$ cat src/rtl/coupled_ram_arbiter_pkg.sv
// Shared types for the coupled-RAM arbiter: lock-state enum, read-return tag
// and the round-robin pointer helper.
package coupled_ram_arb_pkg;

    // Tag ids are sized for the largest supported requester count.
    localparam int MAX_REQ = 8;
    localparam int ID_W    = $clog2(MAX_REQ);

    typedef enum logic {
        ARB_UNLOCKED,
        ARB_LOCKED
    } lock_state_e;

    typedef struct packed {
        logic            valid;
        logic [ID_W-1:0] id;
    } rd_tag_t;

    function automatic logic [ID_W-1:0] next_ptr(input logic [ID_W-1:0] g, input int n);
        return (int'(g) == n - 1) ? '0 : g + ID_W'(1);
    endfunction

endpackage

$ cat src/rtl/coupled_ram_arbiter_if.sv
// Requester and RAM-side bus of the coupled-RAM arbiter; suffixes are from
// the arbiter's point of view.
interface coupled_ram_arbiter_if #(
    parameter int N_REQ  = 2,
    parameter int ADDR_W = 16,
    parameter int DATA_W = 32
);
    localparam int BE_W = DATA_W / 8;

    logic [N_REQ-1:0]        req_valid_i;
    logic [N_REQ-1:0]        req_ready_o;
    logic [N_REQ-1:0]        req_we_i;
    logic [N_REQ*ADDR_W-1:0] req_addr_i;
    logic [N_REQ*DATA_W-1:0] req_wdata_i;
    logic [N_REQ*BE_W-1:0]   req_be_i;
    logic [N_REQ-1:0]        req_lock_i;
    logic [N_REQ-1:0]        rsp_valid_o;
    logic [DATA_W-1:0]       rsp_rdata_o;
    logic                    ram_en_o;
    logic [BE_W-1:0]         ram_we_o;
    logic [ADDR_W-1:0]       ram_addr_o;
    logic [DATA_W-1:0]       ram_wdata_o;
    logic [DATA_W-1:0]       ram_rdata_i;

    modport slave (
        input  req_valid_i, req_we_i, req_addr_i, req_wdata_i, req_be_i, req_lock_i, ram_rdata_i,
        output req_ready_o, rsp_valid_o, rsp_rdata_o, ram_en_o, ram_we_o, ram_addr_o, ram_wdata_o
    );

    modport master (
        output req_valid_i, req_we_i, req_addr_i, req_wdata_i, req_be_i, req_lock_i, ram_rdata_i,
        input  req_ready_o, rsp_valid_o, rsp_rdata_o, ram_en_o, ram_we_o, ram_addr_o, ram_wdata_o
    );

endinterface

$ cat src/rtl/coupled_ram_arbiter_rr_arbiter.sv
// Combinational round-robin grant: lowest requester at or above the pointer,
// falling back to the lowest requester overall when none is above it.
module rr_arbiter
    import coupled_ram_arb_pkg::*;
#(
    parameter int N_REQ = 2
) (
    input  logic [N_REQ-1:0] req_i,
    input  logic [ID_W-1:0]  ptr_i,
    output logic [N_REQ-1:0] gnt_o,
    output logic [ID_W-1:0]  idx_o,
    output logic             valid_o
);

    logic [N_REQ-1:0] mask;
    logic [N_REQ-1:0] cand;

    always_comb begin
        mask = '0;
        for (int k = 0; k < N_REQ; k++) begin
            mask[k] = (k >= int'(ptr_i));
        end
        cand = (|(req_i & mask)) ? (req_i & mask) : req_i;

        idx_o = '0;
        for (int k = N_REQ - 1; k >= 0; k--) begin
            if (cand[k]) begin
                idx_o = ID_W'(k);
            end
        end

        gnt_o = '0;
        for (int k = 0; k < N_REQ; k++) begin
            gnt_o[k] = cand[k] && (idx_o == ID_W'(k));
        end
        valid_o = |req_i;
    end

endmodule

$ cat src/rtl/coupled_ram_arbiter.sv
// Shares one single-port coupled RAM between N_REQ requesters with round-robin
// arbitration, bounded burst locking, registered RAM issue and tagged read return.
module coupled_ram_arbiter
    import coupled_ram_arb_pkg::*;
#(
    parameter int N_REQ    = 2,
    parameter int ADDR_W   = 16,
    parameter int DATA_W   = 32,
    parameter int RD_LAT   = 1,
    parameter int MAX_LOCK = 16
) (
    input logic                 clk,
    input logic                 rst_n,
    coupled_ram_arbiter_if.slave bus
);

    localparam int BE_W  = DATA_W / 8;
    localparam int CNT_W = $clog2(MAX_LOCK + 1);

    lock_state_e      state_q, state_d;
    logic [ID_W-1:0]  lock_id_q, lock_id_d;
    logic [ID_W-1:0]  ptr_q, ptr_d;
    logic [CNT_W-1:0] cnt_q, cnt_d;

    logic [N_REQ-1:0] lock_sel, arb_req, gnt;
    logic [ID_W-1:0]  gnt_idx;
    logic             hs, locked;

    logic              sel_we, sel_lock;
    logic [ADDR_W-1:0] sel_addr;
    logic [DATA_W-1:0] sel_wdata;
    logic [BE_W-1:0]   sel_be;

    logic              en_q, rd_q;
    logic [BE_W-1:0]   we_q;
    logic [ADDR_W-1:0] addr_q;
    logic [DATA_W-1:0] wdata_q;
    logic [ID_W-1:0]   id_q;
    rd_tag_t           tag_q [RD_LAT];
    rd_tag_t           tag_out;

    always_comb begin
        lock_sel = '0;
        for (int k = 0; k < N_REQ; k++) begin
            lock_sel[k] = (ID_W'(k) == lock_id_q);
        end
    end

    // A locked owner that drops valid releases the lock in that same cycle.
    assign locked  = (state_q == ARB_LOCKED) && |(bus.req_valid_i & lock_sel);
    assign arb_req = locked ? (bus.req_valid_i & lock_sel) : bus.req_valid_i;

    rr_arbiter #(.N_REQ(N_REQ)) u_rr (
        .req_i   (arb_req),
        .ptr_i   (ptr_q),
        .gnt_o   (gnt),
        .idx_o   (gnt_idx),
        .valid_o (hs)
    );

    assign bus.req_ready_o = gnt;

    always_comb begin
        sel_we    = 1'b0;
        sel_lock  = 1'b0;
        sel_addr  = '0;
        sel_wdata = '0;
        sel_be    = '0;
        for (int k = 0; k < N_REQ; k++) begin
            if (gnt[k]) begin
                sel_we    = bus.req_we_i[k];
                sel_lock  = bus.req_lock_i[k];
                sel_addr  = bus.req_addr_i[k*ADDR_W +: ADDR_W];
                sel_wdata = bus.req_wdata_i[k*DATA_W +: DATA_W];
                sel_be    = bus.req_be_i[k*BE_W +: BE_W];
            end
        end
    end

    always_comb begin
        state_d   = state_q;
        lock_id_d = lock_id_q;
        cnt_d     = cnt_q;
        ptr_d     = ptr_q;
        if (!locked) begin
            state_d = ARB_UNLOCKED;
            cnt_d   = '0;
        end
        if (hs) begin
            ptr_d = next_ptr(gnt_idx, N_REQ);
            if (!sel_lock || (locked && int'(cnt_q) + 1 >= MAX_LOCK)) begin
                state_d = ARB_UNLOCKED;
                cnt_d   = '0;
            end else if (locked) begin
                cnt_d = cnt_q + CNT_W'(1);
            end else if (MAX_LOCK > 1) begin
                state_d   = ARB_LOCKED;
                lock_id_d = gnt_idx;
                cnt_d     = CNT_W'(1);
            end
        end
    end

    always_ff @(posedge clk or negedge rst_n) begin
        if (!rst_n) begin
            state_q   <= ARB_UNLOCKED;
            lock_id_q <= '0;
            cnt_q     <= '0;
            ptr_q     <= '0;
        end else begin
            state_q   <= state_d;
            lock_id_q <= lock_id_d;
            cnt_q     <= cnt_d;
            ptr_q     <= ptr_d;
        end
    end

    // Address and data hold their last values between accesses.
    always_ff @(posedge clk or negedge rst_n) begin
        if (!rst_n) begin
            en_q    <= 1'b0;
            rd_q    <= 1'b0;
            we_q    <= '0;
            addr_q  <= '0;
            wdata_q <= '0;
            id_q    <= '0;
        end else begin
            en_q <= hs;
            rd_q <= hs && !sel_we;
            we_q <= (hs && sel_we) ? sel_be : '0;
            if (hs) begin
                addr_q  <= sel_addr;
                wdata_q <= sel_wdata;
                id_q    <= gnt_idx;
            end
        end
    end

    always_ff @(posedge clk or negedge rst_n) begin
        if (!rst_n) begin
            for (int k = 0; k < RD_LAT; k++) begin
                tag_q[k] <= '0;
            end
        end else begin
            tag_q[0].valid <= en_q && rd_q;
            tag_q[0].id    <= id_q;
            for (int k = 1; k < RD_LAT; k++) begin
                tag_q[k] <= tag_q[k-1];
            end
        end
    end

    assign tag_out = tag_q[RD_LAT-1];

    always_comb begin
        bus.rsp_valid_o = '0;
        for (int k = 0; k < N_REQ; k++) begin
            bus.rsp_valid_o[k] = tag_out.valid && (tag_out.id == ID_W'(k));
        end
    end

    assign bus.rsp_rdata_o = tag_out.valid ? bus.ram_rdata_i : '0;
    assign bus.ram_en_o    = en_q;
    assign bus.ram_we_o    = we_q;
    assign bus.ram_addr_o  = addr_q;
    assign bus.ram_wdata_o = wdata_q;

endmodule

$ cat src/flat_wrapper.sv
// flat-port wrapper written by rule: the top's interface ports become plain ports
module coupled_ram_arbiter_flat import coupled_ram_arb_pkg::*;
#(
    parameter int N_REQ    = 2,
    parameter int ADDR_W   = 16,
    parameter int DATA_W   = 32,
    parameter int RD_LAT   = 1,
    parameter int MAX_LOCK = 16
)
  (clk, rst_n, bus_req_valid_i, bus_req_we_i, bus_req_addr_i, bus_req_wdata_i, bus_req_be_i, bus_req_lock_i, bus_ram_rdata_i, bus_req_ready_o, bus_rsp_valid_o, bus_rsp_rdata_o, bus_ram_en_o, bus_ram_we_o, bus_ram_addr_o, bus_ram_wdata_o);
  coupled_ram_arbiter_if #(.N_REQ(N_REQ), .ADDR_W(ADDR_W), .DATA_W(DATA_W)) bus_i ();
  input logic clk;
  input logic rst_n;
  input wire logic [$bits(bus_i.req_valid_i)-1:0] bus_req_valid_i;
  input wire logic [$bits(bus_i.req_we_i)-1:0] bus_req_we_i;
  input wire logic [$bits(bus_i.req_addr_i)-1:0] bus_req_addr_i;
  input wire logic [$bits(bus_i.req_wdata_i)-1:0] bus_req_wdata_i;
  input wire logic [$bits(bus_i.req_be_i)-1:0] bus_req_be_i;
  input wire logic [$bits(bus_i.req_lock_i)-1:0] bus_req_lock_i;
  input wire logic [$bits(bus_i.ram_rdata_i)-1:0] bus_ram_rdata_i;
  output wire logic [$bits(bus_i.req_ready_o)-1:0] bus_req_ready_o;
  output wire logic [$bits(bus_i.rsp_valid_o)-1:0] bus_rsp_valid_o;
  output wire logic [$bits(bus_i.rsp_rdata_o)-1:0] bus_rsp_rdata_o;
  output wire logic [$bits(bus_i.ram_en_o)-1:0] bus_ram_en_o;
  output wire logic [$bits(bus_i.ram_we_o)-1:0] bus_ram_we_o;
  output wire logic [$bits(bus_i.ram_addr_o)-1:0] bus_ram_addr_o;
  output wire logic [$bits(bus_i.ram_wdata_o)-1:0] bus_ram_wdata_o;
  assign bus_i.req_valid_i = bus_req_valid_i;
  assign bus_i.req_we_i = bus_req_we_i;
  assign bus_i.req_addr_i = bus_req_addr_i;
  assign bus_i.req_wdata_i = bus_req_wdata_i;
  assign bus_i.req_be_i = bus_req_be_i;
  assign bus_i.req_lock_i = bus_req_lock_i;
  assign bus_i.ram_rdata_i = bus_ram_rdata_i;
  assign bus_req_ready_o = bus_i.req_ready_o;
  assign bus_rsp_valid_o = bus_i.rsp_valid_o;
  assign bus_rsp_rdata_o = bus_i.rsp_rdata_o;
  assign bus_ram_en_o = bus_i.ram_en_o;
  assign bus_ram_we_o = bus_i.ram_we_o;
  assign bus_ram_addr_o = bus_i.ram_addr_o;
  assign bus_ram_wdata_o = bus_i.ram_wdata_o;
  coupled_ram_arbiter #(.N_REQ(N_REQ), .ADDR_W(ADDR_W), .DATA_W(DATA_W), .RD_LAT(RD_LAT), .MAX_LOCK(MAX_LOCK)) u_core (.clk(clk), .rst_n(rst_n), .bus(bus_i));
endmodule
$ cat config.mk
export PLATFORM = sky130hd
export DESIGN_NAME = coupled_ram_arbiter_flat
export DESIGN_NICKNAME = d
export VERILOG_FILES = /design/src/rtl/coupled_ram_arbiter_pkg.sv /design/src/rtl/coupled_ram_arbiter_if.sv /design/src/rtl/coupled_ram_arbiter_rr_arbiter.sv /design/src/rtl/coupled_ram_arbiter.sv /design/src/flat_wrapper.sv
export SDC_FILE = /design/constraint.sdc
export NUM_CORES = 1
export LEC_CHECK = 0
export BUFFER_PORTS_ARGS = -buffer_cell sky130_fd_sc_hd__buf_2
export CAP_MARGIN = 20
export CORE_MARGIN = 1.5
export CORE_UTILIZATION = 40
export CTS_BUF_LIST = sky130_fd_sc_hd__clkbuf_8
export DETAILED_ROUTE_END_ITERATION = 10
export GPL_ROUTABILITY_DRIVEN = 0
export HOLD_SLACK_MARGIN = 0.12
export PLACE_DENSITY = 0.8
export SYNTH_ARGS = -nofsm -noshare
export SYNTH_HDL_FRONTEND = slang
export SYNTH_SLANG_ARGS = --single-unit
$ cat constraint.sdc
create_clock -name clk -period 3 [get_ports clk]
set_input_delay 0.15 -clock clk [delete_from_list [all_inputs] [get_ports clk]]
set_output_delay 0.15 -clock clk [all_outputs]
set_load 0.02 [all_outputs]
---- Word-level counts from Yosys, hierarchy flattened ----
Index checks and enable logic that the tools add are counted.
Widths: inputs -> output; s select.
word-level totals
  flip-flop bits (word level) ............. 73
  word-level logic and storage cells ...... 71
operators by class
  add/sub/neg operators ................... 3
  magnitude comparators ................... 3
  eq/ne operators ......................... 5
  multiplexer cells ....................... 25
  bitwise operators ....................... 4
  reductions and logical operators ........ 19
operator list
  cell                 number
  $mux 32              3
  $ge 32x6->1 const B  1
  $mux 16              2
  $mux 5               4
  $mux 4               3
  $logic_and 1x1->1    9
  $logic_not 3->1      3
  $mux 1               9
  $add 5x1->6 const B  1
  $eq 3x1->1 const B   2
  $ge 1x3->1 const A   2
  $mux 3               2
  $reduce_or 2->1      3
  $add 5x1->5 const B  1
  $and 2x2->2          2
  $mux 2               2
  $add 3x1->3 const B  1
  $eq 1x3->1 const A   1
  $eq 3x2->1 const B   1
  $reduce_and 3->1     1
  $logic_not 1->1      2
  $ne 2x1->1 const B   1
  $not 1->1            2
  $logic_or 1x1->1     1

---- Logic depth before layout (Yosys ltp) ----
  depth after elaboration ................. 18
  depth in mapped cells ................... 6
  mapped depth without buffers ............ 4

---- Modules after synthesis ----
A second synthesis with hierarchy kept.
unflattened totals
  cells, all modules ...................... 354
  area total of the unflattened synthesis .. 3445.8 µm²
modules (own cells, without submodules)
  module               times used  cells an instance  area an instance (µm²)
  coupled_ram_arbiter  1           345                3384.5
  rr_arbiter           1           9                  61.3

---- Least setup slack after synthesis ----
OpenSTA, ideal clock, no wires.
  path type ............................... register -> register
  start ................................... register u_core.state_q
  end ..................................... register u_core.addr_q[0], in the netlist u_core.bus.ram_addr_o[0]
  setup time .............................. 0.126 ns
  arrival time ............................ 1.321 ns
  slack ................................... 1.553 ns
  stages on the path, launching flop included .. 6
  buffers on the path ..................... 2
  period minus slack after synthesis ...... 1.447 ns
  cells stage by stage .................... dfrtp_1 mux2i_1 a21boi_1 buf_2 buf_2 a221o_1
between the ends
  cells in the longest elaborated chain, start to end .. 11
ends and longest elaborated chain
  item                    RTL line                              source
  from (decl)             coupled_ram_arbiter.sv:20             lock_state_e state_q, state_d;
  from (signal assigned)  coupled_ram_arbiter.sv:111            state_q <= state_d;
  $logic_and 1x1->1 (*)   coupled_ram_arbiter.sv:50             assign locked = (state_q == ARB_LOCKED) && |(bus.req_valid_i & lock_sel);
  $mux 2 (*)              coupled_ram_arbiter.sv:51             assign arb_req = locked ? (bus.req_valid_i & lock_sel) : bus.req_valid_i;
  $and 2x2->2             coupled_ram_arbiter_rr_arbiter.sv:23  cand = (|(req_i & mask)) ? (req_i & mask) : req_i;
  $reduce_or 2->1         coupled_ram_arbiter_rr_arbiter.sv:23
  $mux 2                  coupled_ram_arbiter_rr_arbiter.sv:23
  $mux 1                  coupled_ram_arbiter_rr_arbiter.sv:27  if (cand[k]) begin
  $mux 3                  coupled_ram_arbiter_rr_arbiter.sv:27
  $logic_not 3->1         coupled_ram_arbiter_rr_arbiter.sv:34  gnt_o[k] = cand[k] && (idx_o == ID_W'(k));
  $logic_and 1x1->1       coupled_ram_arbiter_rr_arbiter.sv:34
  $mux 16 (2 in a row)    coupled_ram_arbiter.sv:70             if (gnt[k]) begin
  to (signal assigned)    coupled_ram_arbiter.sv:132            addr_q <= sel_addr;
  to (decl)               coupled_ram_arbiter.sv:36             logic [ADDR_W-1:0] addr_q;
Mark *: on every way between the ends. The rest lies on a longest branch, timed or not.
A chain may end at the register's enable or synchronous reset.

---- Worst setup path in the final report ----
  start ................................... register u_core.state_q
  end ..................................... register u_core.addr_q[10], in the netlist u_core.bus.ram_addr_o[10]
The elaborated chain is that of the path after synthesis.

==> impl_results.md <==
- Launch point of the worst path: u_core.state_q$_DFF_PN0_
- Die Area: 8150 um2
- First-pass GRT wire length: 19200 um
- Worst vdd ir: 0.000296 V
- Max-slew violations: 0
- Most common cell after layout, fill and taps aside: buf_2
- Layout cell share with drive strength beyond 1: 0.431
- #FFs+latches synth: 65
- Layout area overhead: 83.8%
- Max cap viols: 0
- Post-synthesis async set-or-reset flop share: 1.00
- Hold WS: 0.196 ns
- Initial core utilization: 0.416
- Nets: 741
- Largest net degree at the start of global routing: 37
- Worst-path cell chain: mux2i_1, a21boi_4, buf_12, a221o_1, dlygate4sd3_1
- WP data arrival: 2.81 ns
- Synth top area cells: dfrtp_1 53%, and2_1 17%, a221o_1 16%
- PD cells: 505 nW/um2
- Post-synthesis cell type count: 35
- Worst-path maximum fanout: 31
- Inst Count DP: 577
- Worst Hold Launch: bus_req_valid_i[0]
- Initial antenna violation count: 0
- CP Class: reg -> reg
- CTS H-Tree Depth: 3
- Vias in the first global route: 3868
- Post-synth top area share: 0.534
- Detailed placer's ending HPWL: 7360 um
- Syn nets: 405
- Die Height: 90.3 um
- Clock latency at the later pin of the worst-skew pair: 0.34 ns
- Max incr delay on CP: 0.81 ns
- R2r startpoint: u_core.state_q$_DFF_PN0_
- Clk root buf: clkbuf_8
- Worst min-delay path class: in -> reg
- Die Wd: 90.3 um
- Synth Instances: 260
- Ys flop type: dfrtp_1
- CTS-repair resized insts: 0
- N_diodes: 0
- Slowest-stage cell, CP: a21boi_4
- Seq/Total Area, Yosys: 0.534
- DR iter-0 viols: 166
- Detailed-route via count: 3709
- Crit path buffers/inverters: 2
- Row cnt: 31
- Worst-margin pin slew: 1.02 ns
- RSZ-0062 raised after global routing: no
- Family with the most delay on the worst path: compound AO/OA/AOI/OAI gates
- Final Hold Fails: 0
- Hold_buf cts: 107
- WL/cell: 17.8 um
- Area of the core: 7330 um2
- Final wirelength: 12500 um
- DRT Pass-1 Iters: 4
- Final non-filler cell total: 700
- Overflow after GRT: 0
- Req. time, crit path: 3.27 ns
- Cell area after synthesis: 3050 um2
- TritonCTS clock tree: yes
- Tcrit/Tclk final: 0.848
- CTS max path bufs: 2
- Slew HR: 0.320
- Residual DRC count: 0
- Mean Syn Cell Area: 11.7 um2
- Status: completed
- Final Skew: 0.0162 ns
- Final Instance Area: 5600 um2
- Synth warn: 0
- Dpl cell area: 4310 um2
- Crit end category: register
- Post-CTS setup repair buffer count: 0
- Clk slew on worst S/H paths: 0.08 ns
- CP Launch Type: register
- Post-synth top area cell: dfrtp_1
- CTS Sinks: 65
- Final ANT Viol Nets: 0
- Drt via density: 5.30
- GRT Total Usage: 0.303
- Fin Setup TNS: 0 ns
- Setup Viol. Count Final: 0
- Most frequent cells in the layout: 232 x buf_2, 107 x dlygate4sd3_1, 83 x and2_1
- Lkg Pwr: 2.90 nW
- Fin crit period: 2.54 ns
- I/O Pins: 233
- IO Port Bufs: 232
- Fmax: 393 MHz
- Number of CTS-inserted buffers: 9
- Flop2flop setup slack: 0.46 ns
- EDFF count, synth: 0
-- worst reg2reg max path: cells and delay by family (launching register included) --
family          cells  cell delay, ns
buf+inv             2            0.86
flops               1            0.44
compound gates      2            0.98
mux                 1            0.20
-- cells in the mapped netlist (3+ instances only) --
master and count:
and2_1 83, nor2_1 3, a221o_1 48, clkbuf_1 9, a32o_1 4, nand2_1 4
buf_2 9, inv_1 3, dfrtp_1 65
-- sequential cells by signal, indices dropped and copies added (netlist names) --
| register | count |
|---|---|
| u_core.bus.ram_wdata_o | 32 |
| u_core.bus.ram_addr_o | 16 |
| u_core.bus.ram_we_o | 4 |
| u_core.cnt_q | 5 |
| u_core.lock_id_q | 1 |
| u_core.bus.ram_en_o | 1 |
| u_core.state_q | 1 |
| u_core.rd_q | 1 |
| u_core.tag_out | 2 |
| u_core.ptr_q | 1 |
| u_core.id_q | 1 |
-- logic make-up (layout without fill, tap and decap cells) --
kind of cell / count (synthesis) / in the layout / synth area share
DFF: 65 / 65 / 0.534
buffers and inverters: 23 / 364 / 0.0369
adders and majority gates: 1 / 1 / 0.00410
xor gates and xnor gates: 2 / 2 / 0.00575
muxes: 3 / 3 / 0.0119
other: 1 / 1 / 0.00123
AOI/OAI and AO/OA: 71 / 71 / 0.219
and+or+nand+nor: 94 / 94 / 0.187
-- final cells by class --
type                            instances  area, um2
Timing Repair Buffer                  345       2290
Inverter                                3       11.3
Clock inverter                          6       82.6
Tap cell                               99        124
Sequential cell                        65       1630
Fill cell                             467       1730
Clock buffer                           10        138
Multi-Input combinational cell        172       1330
-- stage by stage --
stage / utilization / power [mW] / worst slack (ns)
2_1_floorplan: - / 1.47 / 1.55
3_3_place_gp: 0.588 / 1.77 / 1.13
3_5_place_dp: 0.588 / 1.79 / 1.04
4_1_cts: 0.764 / 2.81 / 0.511
5_1_grt: 0.764 / 2.94 / 0.381
6_report: 0.764 / 2.83 / 0.457
-- report_power, final --
part	internal, mW	switching, mW	total, mW
combinational	0.468	0.465	0.933
sequential	0.988	0.0831	1.07
clock	0.486	0.338	0.824
total	1.94	0.886	2.83
-- final timing paths --
kind,depth (start not counted),to
worst min-delay path,3,u_core.ptr_q[0]$_DFFE_PN0P_
worst max-delay path,5,u_core.bus.ram_addr_o[10]$_DFFE_PN0P_
max in group asynchronous,3,u_core.bus.ram_wdata_o[12]$_DFFE_PN0P_
worst max register to register,5,u_core.bus.ram_addr_o[10]$_DFFE_PN0P_
worst min register to register,0,u_core.tag_out[0]$_DFF_PN0_
min in group asynchronous,2,u_core.bus.ram_wdata_o[6]$_DFFE_PN0P_
-- metal layers --
| layer | wire (um) | track usage |
|---|---|---|
| met4 | 492 | 0.156 |
| met1 | 4750 | 0.347 |
| met3 | 940 | 0.0564 |
| met2 | 6290 | 0.539 |
| met5 | 0 | 0 |
(Power assumes the default switching activity.)
